==> src/rtl/sequence_controller.sv <==
// Simon round sequencer: grows the colour sequence, replays it on one-hot LEDs, then waits for the verdict.
// Optional macro SEQ_SPEEDUP_EN shortens the ON time as the sequence gets longer.
module sequence_controller #(
    parameter int MAX_LEN    = 32,
    parameter int ON_CYCLES  = 50,
    parameter int OFF_CYCLES = 25
) (
    input  logic                       i_clk,
    input  logic                       i_rst,
    input  logic                       i_start,
    input  logic                       i_gen_done,
    input  logic [2:0]                 i_gen_value,
    input  logic                       i_round_ok,
    input  logic                       i_round_fail,
    input  logic [$clog2(MAX_LEN)-1:0] i_rd_idx,
    output logic                       o_gen_trigger,
    output logic [3:0]                 o_led,
    output logic                       o_playing,
    output logic                       o_seq_ready,
    output logic [$clog2(MAX_LEN):0]   o_seq_len,
    output logic [2:0]                 o_rd_value,
    output logic                       o_win
);
    localparam int IDX_W = $clog2(MAX_LEN);
    localparam int LEN_W = IDX_W + 1;
    localparam int MAX_C = (ON_CYCLES > OFF_CYCLES) ? ON_CYCLES : OFF_CYCLES;
    localparam int CNT_W = $clog2(MAX_C + 1);

    localparam logic [2:0] S_IDLE        = 3'd0;
    localparam logic [2:0] S_REQ         = 3'd1;
    localparam logic [2:0] S_WAIT_GEN    = 3'd2;
    localparam logic [2:0] S_SHOW_ON     = 3'd3;
    localparam logic [2:0] S_SHOW_OFF    = 3'd4;
    localparam logic [2:0] S_WAIT_PLAYER = 3'd5;
    localparam logic [2:0] S_DONE        = 3'd6;

    logic [2:0]       state_q, state_d;
    logic [LEN_W-1:0] len_q, len_d;
    logic [IDX_W-1:0] play_q, play_d;
    logic [CNT_W-1:0] cnt_q, cnt_d;
    logic             win_q, win_d;
    logic             wr_en;
    logic [2:0]       seq_q [MAX_LEN];
    logic [CNT_W-1:0] on_load;
    logic             gen_legal;

    assign gen_legal = (i_gen_value >= 3'd1) && (i_gen_value <= 3'd4);

`ifdef SEQ_SPEEDUP_EN
    localparam int ON_MIN = (ON_CYCLES / 4 > 0) ? ON_CYCLES / 4 : 1;
    logic [31:0] on_shift;

    // Uses the length the sequence will have while it is being shown.
    always_comb begin
        on_shift = 32'(ON_CYCLES) >> (len_d >> 3);
        if (on_shift < 32'(ON_MIN)) on_shift = 32'(ON_MIN);
        on_load = CNT_W'(on_shift - 32'd1);
    end
`else
    assign on_load = CNT_W'(ON_CYCLES - 1);
`endif

    always_comb begin
        state_d = state_q;
        len_d   = len_q;
        play_d  = play_q;
        cnt_d   = cnt_q;
        win_d   = win_q;
        wr_en   = 1'b0;
        case (state_q)
            S_IDLE, S_DONE: begin
                if (i_start) begin
                    len_d   = '0;
                    win_d   = 1'b0;
                    state_d = S_REQ;
                end
            end
            S_REQ: state_d = S_WAIT_GEN;
            S_WAIT_GEN: begin
                if (i_gen_done) begin
                    if (gen_legal && (len_q < LEN_W'(MAX_LEN))) begin
                        wr_en   = 1'b1;
                        len_d   = len_q + LEN_W'(1);
                        play_d  = '0;
                        cnt_d   = on_load;
                        state_d = S_SHOW_ON;
                    end else begin
                        state_d = S_REQ;
                    end
                end
            end
            S_SHOW_ON: begin
                if (cnt_q == '0) begin
                    cnt_d   = CNT_W'(OFF_CYCLES - 1);
                    state_d = S_SHOW_OFF;
                end else begin
                    cnt_d = cnt_q - CNT_W'(1);
                end
            end
            S_SHOW_OFF: begin
                if (cnt_q != '0) begin
                    cnt_d = cnt_q - CNT_W'(1);
                end else if (LEN_W'(play_q) == len_q - LEN_W'(1)) begin
                    state_d = S_WAIT_PLAYER;
                end else begin
                    play_d  = play_q + IDX_W'(1);
                    cnt_d   = on_load;
                    state_d = S_SHOW_ON;
                end
            end
            S_WAIT_PLAYER: begin
                if (i_round_fail) begin
                    win_d   = 1'b0;
                    state_d = S_DONE;
                end else if (i_round_ok) begin
                    if (len_q == LEN_W'(MAX_LEN)) begin
                        win_d   = 1'b1;
                        state_d = S_DONE;
                    end else begin
                        state_d = S_REQ;
                    end
                end
            end
            default: state_d = S_IDLE;
        endcase
    end

    always_ff @(posedge i_clk or posedge i_rst) begin
        if (i_rst) begin
            state_q <= S_IDLE;
            len_q   <= '0;
            play_q  <= '0;
            cnt_q   <= '0;
            win_q   <= 1'b0;
        end else begin
            state_q <= state_d;
            len_q   <= len_d;
            play_q  <= play_d;
            cnt_q   <= cnt_d;
            win_q   <= win_d;
        end
    end

    // Storage needs no reset: only entries below len_q are ever observed.
    always_ff @(posedge i_clk) begin
        if (wr_en) seq_q[len_q[IDX_W-1:0]] <= i_gen_value;
    end

    always_comb begin
        o_led = 4'b0000;
        if (state_q == S_SHOW_ON) begin
            case (seq_q[play_q])
                3'd1:    o_led = 4'b0001;
                3'd2:    o_led = 4'b0010;
                3'd3:    o_led = 4'b0100;
                3'd4:    o_led = 4'b1000;
                default: o_led = 4'b0000;
            endcase
        end
    end

    assign o_gen_trigger = (state_q == S_REQ);
    assign o_playing     = (state_q == S_SHOW_ON) || (state_q == S_SHOW_OFF);
    assign o_seq_ready   = (state_q == S_WAIT_PLAYER);
    assign o_seq_len     = len_q;
    assign o_win         = win_q;
    assign o_rd_value    = (LEN_W'(i_rd_idx) < len_q) ? seq_q[i_rd_idx] : 3'd0;
endmodule
==> config.mk <==
export PLATFORM = sky130hd
export DESIGN_NAME = sequence_controller
export DESIGN_NICKNAME = d
export VERILOG_FILES = /design/src/rtl/sequence_controller.sv
export SDC_FILE = /design/constraint.sdc
export NUM_CORES = 1
export LEC_CHECK = 0
export BUFFER_PORTS_ARGS = -buffer_cell sky130_fd_sc_hd__buf_2
export CORE_UTILIZATION = 65
export CTS_BUF_LIST = sky130_fd_sc_hd__clkbuf_8
export CTS_CLUSTER_SIZE = 12
export DETAILED_ROUTE_END_ITERATION = 10
export PLACE_DENSITY = 0.84
export SYNTH_ARGS = -nofsm -noshare
export SYNTH_HDL_FRONTEND = slang
export SYNTH_SLANG_ARGS = --single-unit
==> constraint.sdc <==
create_clock -name i_clk -period 4.5 [get_ports i_clk]
set_input_delay 0.45 -clock i_clk [delete_from_list [all_inputs] [get_ports i_clk]]
set_output_delay 0.45 -clock i_clk [all_outputs]
set_load 0.02 [all_outputs]
==> results of run 1 <==
## sequential cells by signal, summed over array words and instances (netlist names)
| name | count |
|---|---|
| o_seq_len | 6 |
| state_q | 3 |
| seq_q | 96 |
| play_q | 5 |
| cnt_q | 6 |
| o_win | 1 |
## layer usage
metal  GRT usage  routed length (um)  up-vias  part of all wire
met1       0.419                5430     2094              0.36
met4       0.159                 650        0             0.043
met3      0.0829                1350       62             0.088
li1            -                   -     1780                 -
met2       0.564                7790      264              0.51
met5           0                   0        -                 0
## area by class of cell
type                    instances  share of cell area
flip-flops and latches        117               0.497
multi-input cells             278               0.393
clock buffers                  17              0.0341
repair buffers                 33              0.0252
well taps                     129              0.0235
clock inverters                14              0.0202
inverters                      13             0.00711
## path summary, 6_finish.rpt
path	from	to	slack [ns]	depth (start not counted)
setup / recovery	play_q[2]$_DFFE_PP0P_	o_led[1]	0.70	6
hold / removal	i_rst	o_seq_len[1]$_DFFE_PP0P_	0.18	2
setup reg to reg	o_seq_len[2]$_DFFE_PP0P_	play_q[1]$_DFFE_PP0P_	1.71	6
hold reg to reg	o_win$_DFFE_PP0P_	o_win$_DFFE_PP0P_	0.50	1
max in group asynchronous	i_rst	play_q[1]$_DFFE_PP0P_	3.78	2
min in group i_clk	i_round_fail	o_win$_DFFE_PP0P_	0.38	3
## report_power, final
group          switching, mW  internal, mW
clock                  0.435         0.483
combinational          0.625         0.529
sequential             0.181          1.24
## critical path, delay by kind of cell (launching register included)
family                 cells  cell delay (ns)
buffers and inverters      1             0.20
DFF                        1             1.07
muxes                      3             1.25
and+or+nand+nor            2             0.37
## through the flow
step / power, mW / util / std cells / worst slack [ns]
3_3_place_gp: 2.55 / 0.699 / 570 / 1.30
5_1_grt: 3.65 / 0.739 / 601 / 0.553
2_1_floorplan: 2.29 / - / 433 / 1.57
3_5_place_dp: 2.58 / 0.699 / 570 / 1.20
4_1_cts: 3.48 / 0.739 / 601 / 0.716
6_report: 3.49 / 0.739 / 601 / 0.701
## cell usage in the layout (no fill, tap or decap), drive strengths merged, types with 2 or more instances in the layout
cell type,instances
clkinvlp,3
and2,3
buf,33
o21ai,8
nor4b,2
bufinv,2
nor3b,5
nand3,17
or4,2
ha,11
xor2,2
nand2,24
mux4,58
dfrtp,21
a21oi,15
nand2b,4
nor3,9
a211oi,5
nor2,52
nand4,2
o31ai,3
xnor2,5
a2111oi,2
a21o,7
clkbuf,17
a31oi,3
and3,3
mux2i,10
clkinv,9
a221o,2
nor2b,6
inv,13
edfxtp,96
## logic make-up (layout without fill, tap and decap cells)
| kind of cell | count (synthesis) | count (layout) |
|---|---|---|
| simple gates | 132 | 132 |
| flops | 117 | 117 |
| mux | 69 | 69 |
| compound gates | 59 | 59 |
| buf+inv | 38 | 77 |
| fa+ha+maj | 11 | 11 |
| xor+xnor | 7 | 7 |
==> impl_summary.md, run 1 <==
Layout
The area of combinational cells with multiple inputs is 2700 um2. The number of fillers in the final layout is roughly 590. The fraction of layout cells with a size suffix above 1 is 0.242. The register area is 3410 um2. The number of inserted diodes is 0. Relative to the synthesized area, the layout overhead comes to 9.33%.

The net count of the finished layout is 485. After routing the design area is 6860 um2.

Route
The first detailed-routing pass took 8 iterations. The via count of the routed design is 4200. The count of nets left with antenna violations once routing finished came out at 0.

The routed length per instance is 25.3 um. Dividing the detail-routed via count by the number of cells gives 6.99. The number of remaining DRC errors is 0. The total routed wirelength is approximately 15000 um. The first-iteration detailed-routing DRC count is 524.

Placement
In this run the tool buffered the top-level ports with 30 buffer cells. The HPWL reported at the end of detailed placement is 10300 um. The cell area after placement is 6490 um2. The global placer's final weighted congestion is 0.898.

Power and ir drop
For this design the static power due to leakage is approximately 2.4 nW. The total power per unit cell area is between 500 and 600 nW/um2. Across the VDD grid, the largest voltage drop is 0.458 mV.

Clock tree
The number of hold buffers added after cts is 0. The clock tree from TritonCTS is yes. Post-CTS repair changed the size of 0 cells. The total clock sinks is 117. The CTS H-tree depth is 4. Counting the buffers created by CTS gives 17. The clock latency reported for the late side of the worst-skew pair is 0.44 ns.

The post-CTS repair timing setup buffer count is 0. The clock tree root buffer cell is clkbuf_8. The clock transition at the register clock pins on the worst setup and hold paths after CTS is roughly 0.07 ns. The deepest clock path buffer count is 2.

Setup path
The capturing element type of the critical path is a primary output. The largest fanout on the critical path is 25. The startpoint kind of the worst setup timing path is a flop. The largest stage delay on the critical path is 1.07 ns.

STA puts the critical path data required time at 4.05 ns. The worst setup path is of the flop to primary output kind. The endpoint arrival time on the critical path is 3.35 ns.

The slowest library cell on the worst path is dfrtp_1. Walking the worst path, the cells encountered are mux4_1, mux4_2, mux2i_1, nand2_1, nor3b_1, buf_2.

Yosys
The biggest area contributor in the post-synthesis netlist is edfxtp_1. Of the total synthesized cell area, the portion taken by AND, OR, NAND and NOR gates is 0.0989. The register bit count reported by yosys is 117. The synthesized netlist occupies a cell area of 6270 um2. Of the total synthesized cell area, the portion taken by XOR and XNOR cells is 0.00977. Yosys instantiated no cell more often than edfxtp_1. The number of instances in the synthesized netlist is 433. In this run, distinct cell masters in the synthesized netlist total 54. The commonest register cell after synthesis is edfxtp_1.

The number of nets in the synthesized netlist is 458. The main combinational cell family by area after synthesis is multiplexers. During synthesis, Yosys emitted a total of 0 warnings. Counting flops with an async set or reset pin after synthesis yields a share of 0.179.

Yosys mapped a number of flops with a built-in enable equal to 96. Sorting the synthesized cells by area gives the leading types as edfxtp_1 (46%), mux4_2 (17%), dfrtp_1 (8.4%), mux4_1 (4.2%), nor2_1 (3.1%). The portion of synthesized area spent on multiplexers is 0.232. The average instance area after synthesis is 14.5 um2. The commonest cells after synthesis are edfxtp_1 (96), nor2_1 (52), mux4_2 (48). The share of the Yosys chip area taken by registers is 0.543.

Of the total synthesized cell area, the portion taken by full adders, half adders and majority gates is 0.0219. The share of the synthesized area in compound gates (AO/OA/AOI/OAI) was 0.0670. Of the post-synthesis cell area, the dominant cell type holds 0.460.

Floorplanning
The region available for standard cell placement spans 9280 um2. The die height is 100 um. The floorplan step defined a die boundary enclosing 10000 um2.

The floorplan die width is 100 um. For this configuration, the core starts out at a cell density of 0.676. The I/O pin total is 31. The initialized floorplan defines 35 standard-cell rows.

Timing
The final critical delay including setup and external delays is 3.80 ns. The setup clock skew after layout is 0.00797 ns. Headroom to the max-slew limit came out at 0.268. Setup violations remaining at the end of the flow were counted as 0. The aggregate negative setup slack is 0 ns. At the pin with the least slew margin, the transition time is 1.10 ns. Dividing the final minimum period by the clock period gives 0.844. Across all hold checks on the routed design, the worst slack comes to between 0.15 and 0.2 ns.

The hold violation count in the final report was 0. The maximum frequency from static timing analysis is about 0.26 GHz. Setup repair after global routing left no endpoint under its margin. The number of slew-limit violations in the final report is 0.

Global routing
The first-pass GRT wire length is 24000 um. Global routing finished with a remaining overflow of 0. The number of antenna violations at the first check in global routing is 0. The number of global-route vias before repair is about 4200. Entering global routing, the biggest net connects 35 pins. In the global route stage, overall resource usage came out at 0.338.

Run status
The run finished with clean final reports.

Worst hold path
The path class of the lowest-slack min-delay path is input port to asynchronous set/reset pin.

Run
The tool flagged a number of max-cap violations equal to 0.
Power figures use the tool's default switching activity.
==> run 2, diff against run 1 <==
CORE_UTILIZATION = 64   (was 65)
PLACE_DENSITY = 0.83   (was 0.84)
clock period = 3.9 ns   (was 4.5 ns; I/O delays follow)
==> impl_summary.md, run 2 (same netlist as run 1, synthesis figures left out) <==
Timing
The smallest clock period supported by the final layout is computed as 3.39 ns. Setup violations remaining at the end of the flow were counted as 0. Setup repair after global routing left no endpoint under its margin. The maximum frequency from static timing analysis is 0.295 GHz.

On the final layout, the worst clock skew is 0.0156 ns. Once routing completed, OpenROAD measured the worst setup slack at 0.507 ns. At the pin with the least slew margin, the transition time is roughly 0.83 ns. The number of slew-limit violations in the final report is 0. The hold violation count in the final report was 0. The aggregate negative setup slack is 0 ns. The tightest slew margin relative to the limit is 0.449. Of the available clock period, the critical path in the final layout requires 0.870.

Route
The number of remaining DRC errors is 0. The number of vias per cell is 6.85. The number of nets with antenna violations after detailed routing is 0.

After the first detailed-routing iteration, the DRC count stood at 453. The routed length per instance is roughly 25 um. The total routed wirelength is approximately 15000 um.

The number of iterations in the first detailed-routing pass is 5. The via count of the routed design is 4151.

Floorplanning
The standard-cell row count is 35. The die covers 10200 um2. The placeable core area is about 9400 um2. The floorplan step set the die width to 101 um. For this configuration, the core starts out at a cell density of 0.669. The I/O pin total is 31. Measured along the y axis, the die boundary spans just over 100 um.

Global routing
The first-pass GRT wire length is approximately 23000 um. Entering global routing, the biggest net connects 33 pins. The number of global-route vias before repair is 4002. The total routing usage reported by global routing is 0.327. The number of antenna violations at the first check in global routing is 0. The overflow left after global routing is 0.

Clock tree
After clock tree synthesis, the clock-pin slew on the worst setup and hold paths is about 0.080 ns. TritonCTS built the clock tree. The deepest clock path buffer count is 2. The number of setup buffers added after CTS is 0. The number of buffers created by CTS is 17.

The H-tree generated during clock tree synthesis spans 4 levels. The number of hold buffers added after cts is 0. Clock latency on the worst-skew pair, taken at its later pin, is 0.47 ns. Once the clock tree was built, the resizer swapped 0 gates to a different size. The clock tree root buffer cell is clkbuf_8. For this design, the sink count on the clock tree is 117.

Setup path
The capturing element type of the critical path is a primary output. Data on the critical path arrives at its endpoint at 3.00 ns. The startpoint kind of the worst setup timing path is a flop. The family with the most delay on the worst path is multiplexers. The critical path is of the flop to primary output type. The signal on the critical path passes through buf_4, mux4_1, mux4_2, mux2i_1, nand2_1, nor3b_1, buf_2. The count of cells along the worst register-to-register path is 6. The path length in cells of the critical path is 7.

In this run the worst path has a maximum fanout of 14. On the critical path, the stage with the largest delay is an instance of mux4_1. The total buffers and inverters traversed by the critical path is 2. STA puts the critical path data required time at 3.51 ns. The largest stage delay on the critical path is 0.63 ns.

Layout
The area of combinational cells with multiple inputs is 2700 um2. Across the whole layout, storage elements account for 3410 um2. The number of fillers in the final layout is 590. The net count of the finished layout is 489.

The most common cell after layout, fill and taps aside is edfxtp_1. The register with the most flip-flops in the layout has between 90 and 100 of them. The area added between synthesis and finish is 10.3%. In the layout the commonest cells are edfxtp_1 (96), nor2_1 (52), mux4_2 (48), buf_2 (30), nand2_1 (24). The number of inserted diodes is 0. In the final layout, the share of cells above drive strength 1 is 0.252.

Power and ir drop
The static power due to leakage is approximately 2.4 nW. The total power per unit cell area is around 600 nW/um2. The largest voltage drop on the vdd net is 0.405 mV.

Run status
The run finished with clean final reports.

Placement
In this run the tool buffered the top-level ports with 30 buffer cells. The congestion estimate from routability-driven global placement came to about 0.91. The worst slack at placement is 0.951 ns.

After legalization and detailed placement, the total HPWL measured 10700 um.

Worst hold path
The path class of the lowest-slack min-delay path is input port to asynchronous set/reset pin.

Run
The max capacitance violation total is 0.
run 2: routing by layer:
metal / track usage / routed length [um] / share of wire
met2: 0.521 / 7610 / 0.51
met3: 0.0659 / 1270 / 0.085
met5: 0 / 0 / 0
met4: 0.166 / 563 / 0.037
met1: 0.436 / 5570 / 0.37
run 2: worst paths after layout:
check / start / endpoint / slack, ns
max: play_q[0]$_DFFE_PP0P_ / o_led[1] / 0.51
min: i_rst / o_seq_len[3]$_DFFE_PP0P_ / 0.08
max reg2reg: o_seq_len[2]$_DFFE_PP0P_ / play_q[1]$_DFFE_PP0P_ / 1.21
min reg2reg: o_win$_DFFE_PP0P_ / o_win$_DFFE_PP0P_ / 0.50
max in group asynchronous: i_rst / cnt_q[0]$_DFFE_PP0P_ / 3.30
min in group i_clk: i_gen_value[1] / seq_q[19][1]$_DFFE_PP_ / 0.26
run 2: layout make-up:
class / instances / share of cell area
Clock inverter: 15 / 0.0242
Inverter: 13 / 0.00705
Tap cell: 129 / 0.0233
Multi-Input combinational cell: 278 / 0.390
Timing Repair Buffer: 37 / 0.0293
Sequential cell: 117 / 0.493
Clock buffer: 17 / 0.0338
run 2: stage by stage:
stage          cell area (um2)  hold WS [ns]   util  instances  power, mW
6_report                  6920        0.0755  0.738        606       4.09
5_1_grt                   6920         0.137  0.738        606       4.27
4_1_cts                   6920         0.104  0.738        606       4.08
3_5_place_dp              6520         0.488  0.695        574       2.96
3_3_place_gp              6520         0.469  0.695        574       2.91
2_1_floorplan             6270         0.367      -        433       2.64
run 2: report_power, final:
group | internal (mW) | switching (mW)
clock | 0.585 | 0.559
combinational | 0.611 | 0.750
sequential | 1.43 | 0.157
